File: config.mk
export PLATFORM = sky130hd
export DESIGN_NAME = tank_mover
export DESIGN_NICKNAME = d
export VERILOG_FILES = /design/src/rtl/tank_pkg.sv /design/src/rtl/switch_debouncer.sv /design/src/rtl/tank_mover.sv
export SDC_FILE = /design/constraint.sdc
export NUM_CORES = 1
export LEC_CHECK = 0
export ABC_AREA = 1
export CAP_MARGIN = 20
export CORE_MARGIN = 1
export CORE_UTILIZATION = 60
export DETAILED_ROUTE_END_ITERATION = 7
export PLACE_DENSITY = 0.82
export SYNTH_ARGS = -nofsm -noshare
export SYNTH_HDL_FRONTEND = slang
export SYNTH_SLANG_ARGS = --single-unit
File: constraint.sdc
create_clock -name clk -period 7.32 [get_ports clk]
set_input_delay 0.732 -clock clk [delete_from_list [all_inputs] [get_ports clk]]
set_output_delay 0.732 -clock clk [all_outputs]
set_load 0.02 [all_outputs]
File: src/rtl/tank_pkg.sv
// Shared constants for the tank mover: fixed-point layout, rotation/quadrant
// encoding and the 16-entry sine table used for heading-to-velocity conversion.
package tank_pkg;

    localparam int unsigned FP_W   = 12;
    localparam int unsigned FRAC_W = 4;
    localparam int unsigned INT_W  = FP_W - FRAC_W;
    localparam int unsigned ROT_W  = 4;
    localparam int unsigned SIN_W  = 5;

    localparam logic [ROT_W-1:0] ROT_QUARTER = 4'd4;

    typedef enum logic [1:0] {
        QUAD_0,
        QUAD_1,
        QUAD_2,
        QUAD_3
    } quadrant_t;

    // round(8*sin(i*22.5 deg))
    function automatic logic signed [SIN_W-1:0] sin_lut(input logic [ROT_W-1:0] idx);
        case (idx)
            4'd0:    sin_lut =  5'sd0;
            4'd1:    sin_lut =  5'sd3;
            4'd2:    sin_lut =  5'sd6;
            4'd3:    sin_lut =  5'sd7;
            4'd4:    sin_lut =  5'sd8;
            4'd5:    sin_lut =  5'sd7;
            4'd6:    sin_lut =  5'sd6;
            4'd7:    sin_lut =  5'sd3;
            4'd8:    sin_lut =  5'sd0;
            4'd9:    sin_lut = -5'sd3;
            4'd10:   sin_lut = -5'sd6;
            4'd11:   sin_lut = -5'sd7;
            4'd12:   sin_lut = -5'sd8;
            4'd13:   sin_lut = -5'sd7;
            4'd14:   sin_lut = -5'sd6;
            default: sin_lut = -5'sd3;
        endcase
    endfunction

endpackage

File: src/rtl/switch_debouncer.sv
// Per-bit switch filter: samples on each strobe and accepts a new level only
// after two consecutive equal samples.
module switch_debouncer #(
    parameter int unsigned WIDTH = 3
) (
    input  logic             clk,
    input  logic             reset,
    input  logic             sample,
    input  logic [WIDTH-1:0] raw,
    output logic [WIDTH-1:0] stable
);

    logic [WIDTH-1:0] last;

    always_ff @(posedge clk or posedge reset) begin
        if (reset) begin
            last   <= '0;
            stable <= '0;
        end else if (sample) begin
            last <= raw;
            for (int unsigned i = 0; i < WIDTH; i++) begin
                if (raw[i] == last[i]) stable[i] <= raw[i];
            end
        end
    end

endmodule

File: src/rtl/tank_mover.sv
// Tank sprite mover: per-frame rotation/speed/position update, collision
// rollback and renderer sequencing. Define TANK_DEBOUNCE_EN to filter switches.
module tank_mover
    import tank_pkg::*;
#(
    parameter int unsigned INIT_X    = 128,
    parameter int unsigned INIT_Y    = 120,
    parameter int unsigned TURN_DIV  = 4,
    parameter int unsigned MAX_SPEED = 3
) (
    input  logic       clk,
    input  logic       reset,
    input  logic [8:0] hpos,
    input  logic [8:0] vpos,
    input  logic       vsync,
    input  logic       switch_left,
    input  logic       switch_right,
    input  logic       switch_up,
    input  logic       playfield,
    input  logic       sprite_gfx,
    output logic       vstart,
    output logic       load,
    output logic       hstart,
    output logic       hmirror,
    output logic       vmirror,
    output logic [2:0] bitmap_num,
    output logic [7:0] player_x,
    output logic [7:0] player_y,
    output logic [3:0] rotation,
    output logic       collided
);

    localparam int unsigned CNT_W = 8;
    localparam int unsigned SPD_W = 4;

    logic                    vsync_q, vsync_qq, tick;
    logic                    left, right, up;
    logic [CNT_W-1:0]        turn_cnt, turn_cnt_nxt;
    logic [ROT_W-1:0]        rot_nxt;
    logic [SPD_W-1:0]        speed, speed_nxt;
    logic [FP_W-1:0]         pos_x, pos_y, save_x, save_y;
    logic signed [FP_W-1:0]  sin_x, sin_y, spd_ext, delta_x, delta_y;
    logic                    coll_hit;

`ifdef TANK_DEBOUNCE_EN
    logic [2:0] sw_stable;

    switch_debouncer #(.WIDTH(3)) u_debounce (
        .clk    (clk),
        .reset  (reset),
        .sample (tick),
        .raw    ({switch_up, switch_right, switch_left}),
        .stable (sw_stable)
    );

    assign {up, right, left} = sw_stable;
`else
    assign left  = switch_left;
    assign right = switch_right;
    assign up    = switch_up;
`endif

    assign tick     = vsync_q & ~vsync_qq;
    assign coll_hit = sprite_gfx & playfield & ~hpos[8] & (vpos < 9'd240);
    assign player_x = pos_x[FP_W-1:FRAC_W];
    assign player_y = pos_y[FP_W-1:FRAC_W];

    always_comb begin
        turn_cnt_nxt = turn_cnt + CNT_W'(1);
        rot_nxt      = rotation;
        if (turn_cnt == CNT_W'(TURN_DIV - 1)) begin
            turn_cnt_nxt = '0;
            if (left && !right)      rot_nxt = rotation - ROT_W'(1);
            else if (right && !left) rot_nxt = rotation + ROT_W'(1);
        end

        speed_nxt = speed;
        if (collided) begin
            speed_nxt = '0;
        end else if (up) begin
            if (speed != SPD_W'(MAX_SPEED)) speed_nxt = speed + SPD_W'(1);
        end else if (speed != '0) begin
            speed_nxt = speed - SPD_W'(1);
        end

        // Velocity follows the heading and speed that take effect on this tick.
        sin_x   = FP_W'(sin_lut(rot_nxt));
        sin_y   = FP_W'(sin_lut(rot_nxt + ROT_QUARTER));
        spd_ext = signed'(FP_W'(speed_nxt));
        delta_x = sin_x * spd_ext;
        delta_y = -(sin_y * spd_ext);
    end

    always_ff @(posedge clk or posedge reset) begin
        if (reset) begin
            vsync_q  <= 1'b0;
            vsync_qq <= 1'b0;
            collided <= 1'b0;
            turn_cnt <= '0;
            rotation <= '0;
            speed    <= '0;
            pos_x    <= {INT_W'(INIT_X), FRAC_W'(0)};
            pos_y    <= {INT_W'(INIT_Y), FRAC_W'(0)};
            save_x   <= {INT_W'(INIT_X), FRAC_W'(0)};
            save_y   <= {INT_W'(INIT_Y), FRAC_W'(0)};
        end else begin
            vsync_q  <= vsync;
            vsync_qq <= vsync_q;
            // A hit coinciding with a tick survives into the next frame.
            if (coll_hit)  collided <= 1'b1;
            else if (tick) collided <= 1'b0;
            if (tick) begin
                turn_cnt <= turn_cnt_nxt;
                rotation <= rot_nxt;
                speed    <= speed_nxt;
                if (collided) begin
                    pos_x <= save_x;
                    pos_y <= save_y;
                end else begin
                    save_x <= pos_x;
                    save_y <= pos_y;
                    pos_x  <= pos_x + delta_x;
                    pos_y  <= pos_y + delta_y;
                end
            end
        end
    end

    always_ff @(posedge clk or posedge reset) begin
        if (reset) begin
            vstart <= 1'b0;
            load   <= 1'b0;
            hstart <= 1'b0;
        end else begin
            vstart <= (vpos == {1'b0, player_y}) && (hpos == '0);
            load   <= (hpos == 9'd256);
            hstart <= (hpos == {1'b0, player_x});
        end
    end

    always_comb begin
        bitmap_num = {1'b0, rotation[1:0]};
        hmirror    = 1'b0;
        vmirror    = 1'b0;
        case (quadrant_t'(rotation[3:2]))
            QUAD_0: ;
            QUAD_1: begin
                bitmap_num = 3'd0 - rotation[2:0];
                vmirror    = 1'b1;
            end
            QUAD_2: begin
                hmirror = 1'b1;
                vmirror = 1'b1;
            end
            QUAD_3: begin
                bitmap_num = 3'd0 - rotation[2:0];
                hmirror    = 1'b1;
            end
        endcase
    end

endmodule

* Word-level counts from Yosys, hierarchy flattened
Memories as Yosys holds them, arrays and structs flattened.
Index checks and enable logic that the tools add are counted.
** Cells by class
- Add/sub/neg operators :: 10
- Multiply operators :: 2
- Div/mod/pow operators :: 0
- Order comparisons :: 1
- Eq/ne operators :: 8
- Shift operators :: 0
- Muxes and demuxes :: 15
- Bitwise logic cells :: 7
- Reductions and logical operators :: 12
** Operators by type and width (number)
- 4-bit two-way mux :: 7
- 12-bit adder :: 2
- 12-bit two-way mux :: 2
- 5-bit by 5-bit multiplier with 10-bit output :: 2
- 9-bit by 8-bit equality test with 1-bit output :: 2
- 10-bit negator with 12-bit output :: 1
- 9-bit equality test, second input constant :: 1
- 9-bit zero test :: 1
- 9-bit by 8-bit less-than comparator with 1-bit output, second input constant :: 1
- 4-bit by 1-bit adder with 4-bit output, second input constant :: 2
- 8-bit by 1-bit adder with 8-bit output, second input constant :: 1
- 8-bit by 2-bit equality test with 1-bit output, second input constant :: 1
- 8-bit two-way mux :: 1
- 4-bit by 1-bit subtractor with 4-bit output, second input constant :: 2
- 2-bit OR reduction :: 3
- 4-bit by 3-bit adder with 4-bit output, second input constant :: 1
- 1-bit bitwise AND :: 4
- 2-bit equality test, second input constant :: 2
- 1-bit two-way mux :: 4
- 4-bit by 2-bit != test with 1-bit output, second input constant :: 1
- 4-bit nonzero test :: 1
- 1-bit logical AND :: 3
- 3-bit two-way mux :: 1
- 1-bit NOT :: 3
- 5 further kinds :: 6
** Storage, ports and cells
- Flip-flop bits (word level) :: 70
- Bits in latches :: 0
- Bits in writable memories :: 0
- Bits in read-only memories :: 160
- Bits of input ports :: 26
- Output and inout port bits :: 29
- Logic and storage cells :: 70
- Memories :: 2
** Memory list
- (name not given) :: depth 16, width 5, read ports 1, clocked after Yosys merged registers in 0, wr ports 0, RTL line tank_pkg.sv:22 : case (idx)
- (name not given) :: depth 16, width 5, read ports 1, clocked after Yosys merged registers in 0, wr ports 0, RTL line tank_pkg.sv:22

* Depth between registers and ports, before layout
An unclocked memory read counts as a cell.
- Word-level depth :: 11
- Depth in mapped cells :: 37
- Mapped depth without buffers :: 37

* Worst setup path before layout
No wires, ideal clock.
- Path type :: reg-to-reg
- From :: reg rotation[0]
- To :: reg pos_x[10]
- Library setup time :: 0.130 ns
- Arrival :: 5.334 ns
- Data required time :: 7.190 ns
- Slack :: 1.856 ns
- Stages on the path, launching flop included :: 32
- Path buffers :: 0
- Clock period less this slack :: 5.464 ns
- Path through :: dfrtp_1 -> inv_1 -> ha_1 -> inv_1 -> nor2_1 -> o21ai_1 -> nand2_2 -> xor2_1 -> o21ai_0 -> nor2_1 -> ha_1 -> inv_1 -> fa_1 -> fa_1 -> inv_1 -> ha_1 -> a21oi_1 -> nand2_1 -> a31oi_1 -> inv_1 -> nand3_2 -> nand2_1 -> ha_1 -> nand2_1 -> nor3_1 -> nand3_1 -> o2111ai_1 -> nand2_1 -> inv_1 -> o21ai_0 -> o211ai_1 -> o21ai_0
** Between the ends
- Longest elaborated chain between the ends :: 8
- Elaborated cells between the ends (all ways) :: 9
- Those cells by class :: add/sub (3); mul (1); mux (4); memory (1)
** RTL lines
- from (decl) :: RTL line tank_mover.sv:29 : output logic [3:0] rotation,
- from (signal assigned) :: RTL line tank_mover.sv:114 : rotation <= rot_nxt;
- 4-bit by 1-bit adder with 4-bit output :: RTL line tank_mover.sv:74 : else if (right && !left) rot_nxt = rotation + ROT_W'(1);
- 4-bit two-way mux :: RTL line tank_mover.sv:74
- 4-bit two-way mux :: RTL line tank_mover.sv:73 : if (left && !right) rot_nxt = rotation - ROT_W'(1);
- 4-bit two-way mux * :: RTL line tank_mover.sv:71 : if (turn_cnt == CNT_W'(TURN_DIV - 1)) begin
- memory read 16 x 5 bit *
- 5-bit by 5-bit multiplier with 10-bit output * :: RTL line tank_mover.sv:90 : delta_x = sin_x * spd_ext;
- 12-bit adder * :: RTL line tank_mover.sv:122 : pos_x <= pos_x + delta_x;
- 12-bit two-way mux * :: RTL line tank_mover.sv:116 : if (collided) begin
- to (signal assigned) :: RTL line tank_mover.sv:102 : pos_x <= {INT_W'(INIT_X), FRAC_W'(0)};
- to (signal assigned) :: RTL line tank_mover.sv:117 : pos_x <= save_x;
- to (signal assigned) :: RTL line tank_mover.sv:122
- to (decl) :: RTL line tank_mover.sv:41 : logic [FP_W-1:0] pos_x, pos_y, save_x, save_y;
Mark *: on every way between the ends. The rest lies on a longest branch, timed or not.
A chain may end at the register's enable or synchronous reset.

* Worst setup path in the final report
- From :: in switch_right
- To :: reg pos_x[10]
** Between the ends
- Longest elaborated chain between the ends :: 8
- Elaborated cells between the ends (all ways) :: 10
- Those cells by class :: add/sub (1); mul (1); mux (4); reduce/logical (3); memory (1)
** RTL lines
- from (decl) :: RTL line tank_mover.sv:17 : input logic switch_right,
- 1-bit logical AND / 1-bit zero test (equally long branches) :: RTL line tank_mover.sv:74, tank_mover.sv:73
- 4-bit two-way mux / 1-bit logical AND (equally long branches) :: RTL line tank_mover.sv:74, tank_mover.sv:73
- 4-bit two-way mux * :: RTL line tank_mover.sv:73
- 4-bit two-way mux * :: RTL line tank_mover.sv:71
- memory read 16 x 5 bit *
- 5-bit by 5-bit multiplier with 10-bit output * :: RTL line tank_mover.sv:90
- 12-bit adder * :: RTL line tank_mover.sv:122
- 12-bit two-way mux * :: RTL line tank_mover.sv:116
Marked as above.

==> summary.md <==
| Metric | Value |
|---|---|
| Via count | 5633 |
| Syn_nets | 950 |
| Post-route ant nets | 0 |
| Die H | 106 um |
| Slew margin rel. | 41.2% |
| Synth cell types | 49 |
| Maximum clock frequency | 155 MHz |
| Top sig layer | met4 |
| Main combinational cell family by area after synthesis | adder cells |
| Hold buffer count at cts | 0 |
| Routability cong. | 0.966 |
| Share of cells above drive strength 1 | 8.73% |
| Final wirelength | 14700 um |
| Top delay family on crit path | adder cells |
| DR WL met3 | 711 um |
| Die W | 106 um |
| Seq cells post-synth | 70 |
| Top FF cell, synth | dfrtp_1 |
| Final Cycle Share | 87.9% |
| Slowest CP cell | clkdlybuf4s50_1 |
| Final setup skew | 0.00986 ns |
| EDFF count, synth | 0 |
| Worst Path Arrival | 6.66 ns |
| Simple-gate portion of the synthesized area | 20.2% |
| Ys Warns | 0 |
| CTS tree | yes |
| Post-route minimum period | 6.43 ns |
| CP Buf/Inv Count | 6 |
| Max FO, Critical Path | 10 |
| Placeable Area | 0.0104 mm^2 |
| Most frequent cell after synthesis | inv_1 |
| DRT met1 WL | 6480 um |
| CP Data Required Time | 7.55 ns |
| Global-route wire length before repair | 25000 um |
| CTS Buffer Depth | 2 |
| Largest net degree at the start of global routing | 71 |
| Number of CTS-inserted buffers | 9 |
| CP Class | in -> reg |
| Port-buffer cells | 54 |
| Top post-synthesis cells by area | dfrtp_1 (23%), ha_1 (12%), fa_1 (8.9%) |
| Mux contribution to synthesized area | 0.692% |
| Overall Global Routing Usage | 27.6% |
| DRT Pass-1 Iters | 6 |
| Synth Area in XOR/XNOR | 4.58% |
| Vias in the first global route | 5502 |
| Adder-cell area share of the yosys netlist | 21.4% |
| Residual DRC | 0 |
| RSZ-0062 raised after global routing | no |
| Critical path capture point type | flop |
| Clock root buffer | clkbuf_8 |
| Least-Margin Pin Slew | 0.882 ns |
| Sink Count | 70 |
| Vias/cell | 5.59 |
| Post-synthesis sequential area ratio | 27.1% |
| Layout net count | 986 |
| Final setup violation count | 0 |
| Fillcell total | 806 |
| Antenna cells | 0 |
| Rows | 37 |
| Final hold vios | 0 |
| Initial core utilization | 62.5% |
| Area grow syn2layout | 12.0% |
| Clock-pin slew on the worst setup and hold paths | 0.09 ns |
| # IOs | 55 |
| CTS H-tree depth | 3 |
| R2r setup slk | 1.11 ns |
| WL met2 | 7260 um |
| Max_cap viols | 0 |
| DIE AREA | 0.0113 mm^2 |
| CP startpoint kind | primary input |
| Post-CTS Setup Bufs | 0 |
| Hpwl dp | 11000 um |
| Synth area leader | dfrtp_1 |
| CP dominant cell by count | nand2_1 |
| Global route overflow | 0 |
| Initial drt markers | 421 |
| Max-slew violation count | 0 |
| Area of the mapped netlist | 0.00651 mm^2 |
| Mapped Cells | 830 |
| Worst-skew pair later-pin latency | 0.35 ns |
| Area share of the largest cell type after synthesis | 23.1% |
| Worst hold path type | reg -> reg |
| Initial antenna violation count | 0 |
| Wirelength per Cell | 14.6 um |
| Avg Cell Area, Syn | 7.84 um^2 |
| Status | complete, no violations |
| Setup TNS | 0 ns |
| CP max stage delay | 0.54 ns |
| Post-synth top cells | inv_1 (139), nand2_1 (121), nor2_1 (78), o21ai_0 (68), ha_1 (65) |
| Synth Area in Compound Gates | 14.0% |
| Ys async rst share | 100% |
| Post-CTS Resized | 0 |
[logic make-up after synthesis]
family | count (synthesis)
compound gates | 162
buf+inv | 185
fa+ha+maj | 94
xor+xnor | 34
mux | 4
simple gates | 281
flops | 70
[placed cells by master, fill, tap and decap left out, drive strengths merged, types with 7 or more instances in the layout]
| master | netlist | layout |
|---|---|---|
| ha | 65 | 65 |
| nand4 | 7 | 7 |
| dfstp | 10 | 10 |
| clkdlybuf4s50 | 0 | 54 |
| dfrtp | 60 | 60 |
| nor3 | 9 | 9 |
| nor2 | 84 | 84 |
| xor2 | 24 | 24 |
| o211ai | 10 | 10 |
| o21ai | 70 | 70 |
| a21oi | 50 | 50 |
| clkbuf | 9 | 11 |
| fa | 29 | 29 |
| inv | 149 | 149 |
| xnor2 | 10 | 10 |
| o22ai | 11 | 11 |
| nand3 | 41 | 41 |
| nand2 | 132 | 132 |
[sequential cells by signal (all words and copies together), names as in the netlist]
signal and flops:
pos_x 12, pos_y 12, save_x 12, save_y 12
turn_cnt 8, rotation 4, speed 4, collided 1
hstart 1, load 1, vstart 1, vsync_q 1
vsync_qq 1
[layout make-up]
| cell class | instances | area, um^2 | share of cell area, % |
|---|---|---|---|
| Multi-Input combinational cell | 575 | 3970 | 54.4 |
| Sequential cell | 70 | 1760 | 24.2 |
| Inverter | 152 | 572 | 7.84 |
| Timing Repair Buffer | 58 | 571 | 7.83 |
| Tap cell | 136 | 170 | 2.33 |
| Clock buffer | 11 | 141 | 1.94 |
| Clock inverter | 5 | 106 | 1.46 |
[routing by layer]
layer / vias up / GRT usage, %
li1: 2744 / -
met5: - / 0
met2: 191 / 48.4
met3: 32 / 3.92
met4: 0 / 8.13
met1: 2666 / 35.4
[worst paths after layout]
check,startpoint,endpoint,depth (start not counted)
max reg2reg,rotation[0],pos_x[10],31
min reg2reg,vsync_q,vsync_qq,0
max in group asynchronous,reset,save_x[4],3
min,vsync_q,vsync_qq,0
max,switch_right,pos_x[10],33
min in group asynchronous,reset,vstart,3
[stage by stage]
step | util [%] | setup slack [ns] | cells | instance area (um^2) | hold slack (ns)
floorplan | - | 1.86 | 830 | 6510 | 0.354
global placement | 67.6 | 1.11 | 991 | 7040 | 0.363
detailed placement | 67.6 | 0.668 | 991 | 7040 | 0.371
finish | 70.0 | 0.889 | 1007 | 7290 | 0.385
CTS | 70.0 | 1.04 | 1007 | 7290 | 0.389
global route | 70.0 | 0.469 | 1007 | 7290 | 0.408
Power is not shown: default switching activity piles up to over one toggle a cycle in this logic, so the estimate is an artifact.
